<file path="src/rtl/connect4_turn_ctrl.sv">
// Connect-4 turn controller: sequences player moves, board writes,
// result checks, per-turn timeouts and game restarts.
module connect4_turn_ctrl #(
    parameter int unsigned NUM_COLS     = 7,
    parameter int unsigned TURN_TIMEOUT = 50_000_000
) (
    input  logic                clk,
    input  logic                reset,
    input  logic                p1_enter,
    input  logic [2:0]          p1_col,
    input  logic                p2_enter,
    input  logic [2:0]          p2_col,
    input  logic [NUM_COLS-1:0] col_full,
    input  logic                wr_ack,
    input  logic                res_valid,
    input  logic                win,
    input  logic                draw,
    input  logic                new_game,
    output logic                wr_en,
    output logic [2:0]          wr_col,
    output logic                wr_player,
    output logic [1:0]          leds,
    output logic                illegal,
    output logic                timeout,
    output logic                game_over,
    output logic [1:0]          winner
);

    localparam int unsigned CNT_W = (TURN_TIMEOUT > 1) ? $clog2(TURN_TIMEOUT) : 1;
    localparam logic [CNT_W-1:0] CNT_LAST = CNT_W'(TURN_TIMEOUT - 1);
    localparam int unsigned PAD_W = 8;

    localparam logic [2:0] P1_TURN  = 3'd0;
    localparam logic [2:0] P1_WRITE = 3'd1;
    localparam logic [2:0] P1_CHECK = 3'd2;
    localparam logic [2:0] P2_TURN  = 3'd3;
    localparam logic [2:0] P2_WRITE = 3'd4;
    localparam logic [2:0] P2_CHECK = 3'd5;
    localparam logic [2:0] OVER     = 3'd6;

    logic [2:0]       state_q, state_d;
    logic [CNT_W-1:0] cnt_q, cnt_d;
    logic             starter_q, starter_d;
    logic [2:0]       col_d;
    logic [1:0]       winner_d, leds_d;
    logic             wr_en_d, wr_player_d, illegal_d, timeout_d, game_over_d;
    logic [PAD_W-1:0] full_pad;
    logic             p1_legal, p2_legal, expired;

    function automatic logic is_turn(input logic [2:0] s);
        return (s == P1_TURN) || (s == P2_TURN);
    endfunction

    // Move legality: column in range and not yet full
    assign full_pad = PAD_W'(col_full);
    assign p1_legal = (32'(p1_col) < NUM_COLS) && !full_pad[p1_col];
    assign p2_legal = (32'(p2_col) < NUM_COLS) && !full_pad[p2_col];
    assign expired  = (cnt_q == CNT_LAST);

    // Next-state, turn counter and next-output logic
    always_comb begin
        state_d   = state_q;
        cnt_d     = cnt_q;
        starter_d = starter_q;
        col_d     = wr_col;
        winner_d  = winner;
        illegal_d = 1'b0;
        timeout_d = 1'b0;

        case (state_q)
            P1_TURN: begin
                if (p1_enter && p1_legal) begin
                    col_d   = p1_col;
                    state_d = P1_WRITE;
                end else begin
                    illegal_d = p1_enter;
                    if (expired) begin
                        timeout_d = 1'b1;
                        state_d   = P2_TURN;
                    end
                end
            end
            P2_TURN: begin
                if (p2_enter && p2_legal) begin
                    col_d   = p2_col;
                    state_d = P2_WRITE;
                end else begin
                    illegal_d = p2_enter;
                    if (expired) begin
                        timeout_d = 1'b1;
                        state_d   = P1_TURN;
                    end
                end
            end
            P1_WRITE: if (wr_ack) state_d = P1_CHECK;
            P2_WRITE: if (wr_ack) state_d = P2_CHECK;
            P1_CHECK: begin
                if (res_valid) begin
                    if (win) begin
                        winner_d = 2'b01;
                        state_d  = OVER;
                    end else if (draw) begin
                        winner_d = 2'b11;
                        state_d  = OVER;
                    end else begin
                        state_d  = P2_TURN;
                    end
                end
            end
            P2_CHECK: begin
                if (res_valid) begin
                    if (win) begin
                        winner_d = 2'b10;
                        state_d  = OVER;
                    end else if (draw) begin
                        winner_d = 2'b11;
                        state_d  = OVER;
                    end else begin
                        state_d  = P1_TURN;
                    end
                end
            end
            OVER: begin
                if (new_game) begin
                    winner_d  = 2'b00;
                    starter_d = ~starter_q;
                    state_d   = starter_q ? P1_TURN : P2_TURN;
                end
            end
            default: state_d = P1_TURN;
        endcase

        // Counter clears on TURN entry, counts while staying, freezes elsewhere
        if (is_turn(state_d) && (state_d != state_q)) begin
            cnt_d = '0;
        end else if (is_turn(state_q) && (state_d == state_q)) begin
            cnt_d = cnt_q + CNT_W'(1);
        end

        wr_en_d     = (state_d == P1_WRITE) || (state_d == P2_WRITE);
        wr_player_d = (state_d == P2_WRITE);
        game_over_d = (state_d == OVER);
        if (state_d == OVER) begin
            leds_d = 2'b00;
        end else if ((state_d == P2_TURN) || (state_d == P2_WRITE) || (state_d == P2_CHECK)) begin
            leds_d = 2'b10;
        end else begin
            leds_d = 2'b01;
        end
    end

    // State and registered outputs
    always_ff @(posedge clk or negedge reset) begin
        if (!reset) begin
            state_q   <= P1_TURN;
            cnt_q     <= '0;
            starter_q <= 1'b0;
            wr_en     <= 1'b0;
            wr_col    <= 3'd0;
            wr_player <= 1'b0;
            leds      <= 2'b01;
            illegal   <= 1'b0;
            timeout   <= 1'b0;
            game_over <= 1'b0;
            winner    <= 2'b00;
        end else begin
            state_q   <= state_d;
            cnt_q     <= cnt_d;
            starter_q <= starter_d;
            wr_en     <= wr_en_d;
            wr_col    <= col_d;
            wr_player <= wr_player_d;
            leds      <= leds_d;
            illegal   <= illegal_d;
            timeout   <= timeout_d;
            game_over <= game_over_d;
            winner    <= winner_d;
        end
    end

endmodule

</file>
<file path="config.mk">
export PLATFORM = sky130hd
export DESIGN_NAME = connect4_turn_ctrl
export DESIGN_NICKNAME = d
export VERILOG_FILES = /design/src/rtl/connect4_turn_ctrl.sv
export SDC_FILE = /design/constraint.sdc
export NUM_CORES = 1
export LEC_CHECK = 0
export CAP_MARGIN = 10
export CORE_MARGIN = 1
export CORE_UTILIZATION = 50
export DETAILED_ROUTE_END_ITERATION = 10
export PLACE_DENSITY = 0.83
export SYNTH_ARGS = -nofsm -noshare
export SYNTH_HDL_FRONTEND = slang
export SYNTH_SLANG_ARGS = --single-unit
</file>
<file path="constraint.sdc">
create_clock -name clk -period 3.7 [get_ports clk]
set_input_delay 0.37 -clock clk [delete_from_list [all_inputs] [get_ports clk]]
set_output_delay 0.37 -clock clk [all_outputs]
set_load 0.02 [all_outputs]
</file>
Word-level counts from Yosys, hierarchy flattened:

Cells that the tools add are included.
Widths: inputs -> output; s select.

* register bits after elaboration: 42
* bits of input ports: 22
* output and inout port bits: 12

* add/subtract/negate cells: 1
* $lt $le $gt $ge: 4
* equal/unequal tests: 19
* muxes and demuxes: 40
* bitwise operators: 1
* reductions and logical operators: 21

Operator list (number)
* $mux 26: 2
* $mux 3: 15
* $add 26x1->26 const B: 1
* $eq 26x26->1 const B: 1
* $pmux 3 s7: 1
* $eq 3x3->1 const B: 6
* $mux 2: 9
* $ne 2x2->1 const B: 5
* $eq 3x2->1 const B: 3
* $lt 3x4->1 const B: 2
* $mux 1: 7
* $bmux 1 s3: 2
* $eq 3x1->1 const B: 2
* $logic_and 1x1->1: 6
* $logic_not 3->1: 2
* $lt 3x3->1 const B: 2
* $pmux 2 s3: 1
* $pmux 3 s2: 1
* $logic_or 1x1->1: 5
* $pmux 1 s2: 2
* $reduce_and 4->1: 1
* $reduce_bool 2->1: 2
* $eq 3x3->1: 1
* $ne 3x3->1: 1
* 5 further kinds: 6

Logic depth before layout (Yosys ltp):

* word-level depth: 12
* depth in mapped cells: 10
* depth with buffers taken out: 8

Worst setup path before layout:

Ideal clock, no wire load.

* kind: reg2reg
* start: register cnt_q[0]
* end: register cnt_q[11]
* setup time: 0.119 ns
* data arrival time: 2.671 ns
* data required time: 3.581 ns
* setup slack: 0.910 ns
* stages on the path, launching flop included: 11
* path buffers: 2
* period minus slack after synthesis: 2.790 ns
* cells stage by stage: dfrtp_1 -> ha_1 -> nand3_2 -> or3_1 -> or4_4 -> buf_6 -> a21oi_2 -> o22ai_2 -> a2111oi_4 -> buf_6 -> nor2_2

* cells in the longest elaborated chain, start to end: 8
* elaborated cells between the ends (all ways): 17
* classes of those cells: 1 x add/sub; 4 x eq/ne; 7 x mux; 5 x reduce/logical

RTL lines
* start, declared: line 42 `logic [CNT_W-1:0] cnt_q, cnt_d;`
* start signal, assigned: line 168 `cnt_q <= cnt_d;`
* $eq 26x26->1: line 58 `assign expired = (cnt_q == CNT_LAST);`
* $mux 3 (on tied branches): line 89, 77
* $mux 3 (on tied branches): line 84, 72
* $pmux 3 s7: line 70 `case (state_q)`
* $eq 3x2->1 / $logic_not 3->1 (equally long branches): line 51 `return (s == P1_TURN) || (s == P2_TURN);`
* $logic_or 1x1->1: line 51
* $logic_and 1x1->1: line 134 `if (is_turn(state_d) && (state_d != state_q)) begin`
* $mux 26 / $reduce_bool 2->1 (equally long branches)

Several ways; a longest one is shown, not always the timed one. The select of a mux whose other input is x is not followed.
A chain may end at the register's enable or synchronous reset.

Worst setup path in the final report:

* start: register cnt_q[0]
* end: register cnt_q[15]

The elaborated chain is that of the path after synthesis.

==> results.md <==
* Outcome: complete, no violations
* DRT Wirelength at 5555 um
* GRT overflow at 0
* Ports at 34
* First-pass GRT wire length at 9121 um
* Hold_buf cts at 0
* Power per cell area at ~640 mW/mm2
* Mapped Nets at 299
* Min cycle time layout at 3220 ps
* Initial antenna violation count at 0
* Starting Density at approximately 54%
* Max stage delay on crit path at 640 ps
* Fin nets at ~330
* IO Port Bufs at 33
* Core Box Area at 0.004848 mm2
* GP Congestion at ~0.83
* RSZ-0062 raised after global routing: false
* Mapped Cells at 276
* Final hold violations at 0
* Vias at ~2.2k
* Register area share after synthesis at around two fifths
* Pre-antenna DRT Iters at 4
* Worst vdd ir at 343.7 uV
* Max Buffers Root-to-Sink at 2
* EDFF count, synth at 0
* CTS buffer count at 5
* Routed wire per std cell at between 10 and 15 um
* Leakage at about 1.2 nW
* Worst setup SP type: flop
* Clock transition at path regs at 80 ps
* Commonest non-fill, non-tap cell in the layout: dfrtp_1
* CTS tree: yes
* Die Width at roughly 74 um
* Slew @ Worst Pin at 917.9 ps
* Synth-to-Final Area Change at 17.81%
* Crit path DAT at 3390 ps
* Syn. warnings at 0
* Clock latency on the worst-skew pair at ~300 ps
* Number of global-route vias before repair at 2,094
* Sinks on Clock Net at 42
* Netlist cell types at 60
* Synth Cell Area at ~0.0026 mm2
* Seq cells post-synth at 42
* Worst path cell trace: ha_1 > nand3_2 > or3_1 > or4_4 > a21oi_2 > o22ai_2 > a2111oi_4 > buf_4 > a21oi_1
* Commonest cells after routing, fill and taps aside: dfrtp_1, clkdlybuf4s50_1, nand2_1
* Resize count post-CTS at 0
* Starting DRT DRC Count at 112
* Relative slew margins at roughly 39%
* Synth Area per Inst at about 9.4 um2
* FMAX at 310.6 MHz
* Routed vias/inst at 5.917
* Synth async-reset ratio at 100.0%
* Final Skew at 4.450 ps
* DP HPWL at 3952 um
* Slowest stage cell, crit path: or4_4
* Setup-failing EPs final at 0
* WP buf/inv at 1
* Max-cap violations at 0
* R2r setup slk at 480 ps
* Residual DRC count at 0
* Post-CTS Setup Bufs at 0
* Max Slew Vio Count at 0
* Critical Path Fanout Max at 24
* Top FF cell, synth: dfrtp_1
* Fin crit share at 87.02%
* CP Data Required Time at 3870 ps
* Antenna-violating nets left at 0
* Total track usage at 21.68%
* Area of the multi-input gates at approximately 0.0015 mm2
* Kind of end point of the critical path: flop
* H-tree levels at 2
* Tightest Hold Check Type: in2async
* Die Span Y at 74.11 um
* Die ar. at 0.005492 mm2
* Largest delay share family, worst path: simple AND/OR/NAND/NOR gates
* CP Class: reg2reg
* Root buffer cell: clkbuf_8
* TNS Setup at 0 ps
* FP Rows at 25
* Total power at 1.967 mW
* Largest net degree at the start of global routing at 43
* Filler cells at 423
* Storage element area at between 0.001 and 0.0015 mm2
* Share of post-route cells with drive strength above 1 at 14.98%
* Ant diodes at 0
==> registers in the layout (all words and copies together) (netlist names), 2 cells and up <==
name     count
leds         2
cnt_q       26
wr_col       3
winner       2
state_q      3
==> worst reg2reg max path, cell delays in order (launching register included) <==
cell       delay (ps)
dfrtp_1           420
ha_1              220
nand3_2           100
or3_1             530
or4_4             640
a21oi_2           240
o22ai_2           130
a2111oi_4         350
buf_4             400
a21oi_1            80
==> layer usage <==
layer  track usage [%]  wire (um)
met1             26.76       2485
met2             37.47       2730
met3             5.014        285
met4             7.051         53
met5                 0          0
==> cells in the mapped netlist, drive strengths merged, types with 2 or more instances <==
cell,n,area [um2]
a31oi,6,37.54
or4,7,60.06
o31ai,5,37.54
and4,4,35.03
o2111ai,2,17.52
nor2,29,146.4
xnor2,15,131.4
clkbuf,7,26.28
inv,6,22.52
nand2,30,112.6
o21ai,9,45.04
and3,3,18.77
dfrtp,41,1026
a21oi,22,147.7
o22ai,2,18.77
buf,6,48.79
nor4,6,37.54
mux2,3,33.78
nand2b,3,18.77
mux2i,5,50.05
and2,2,12.51
nor2b,4,25.02
nor3b,2,15.01
nand3,11,60.06
or3,10,62.56
nor4b,5,50.04
a21o,3,22.52
nand4,2,12.51
nor3,5,25.02
==> area by class of cell <==
class / count / share of cell area, %
tap: 67 / 2.737
clock inverter: 1 / 0.9804
sequential: 42 / 34.35
inverter: 6 / 0.7353
timing repair buffer: 36 / 11.36
clock buffer: 7 / 2.492
multi-input combinational: 215 / 47.34
==> power by group <==
part / switching [mW] / internal, mW / total [mW]
Clock: 0.157 / 0.202 / 0.359
Sequential: 0.0975 / 0.550 / 0.647
Combinational: 0.584 / 0.378 / 0.961
==> kinds of logic (layout without fill, tap and decap cells) <==
kind of cell | Yosys count | count (layout) | share of synthesized area (%)
xor gates and xnor gates | 15 | 15 | 5.053
muxes | 9 | 9 | 4.090
adders and majority gates | 1 | 1 | 0.4812
buffers and inverters | 19 | 50 | 3.753
AOI/OAI and AO/OA | 62 | 62 | 17.90
DFF | 42 | 42 | 40.47
and+or+nand+nor | 128 | 128 | 28.25
==> metrics by stage <==
step                      hold slack [ps]  std cells  instance area, um2  worst slack [ps]  util, %
after floorplan                     74.41        276                2600             909.8        -
after global placement              476.4        366                2957             470.3    60.98
after detailed placement            497.3        366                2957             403.8    60.98
after CTS                           253.2        374                3063             487.0    63.17
after global routing                285.0        374                3063             323.1    63.17
final                               206.1        374                3063             480.4    63.17
==> path summary, 6_finish.rpt <==
check,endpoint,cells after the start,startpoint
worst max-delay path,cnt_q[15],9,cnt_q[0]
min in group clk,starter_q,1,starter_q
worst min-delay path,wr_col[1],1,reset
worst min register to register,starter_q,1,starter_q
max in group asynchronous,wr_en,1,reset
worst max register to register,cnt_q[15],9,cnt_q[0]
No activity file was read; power rests on OpenSTA's default activity.
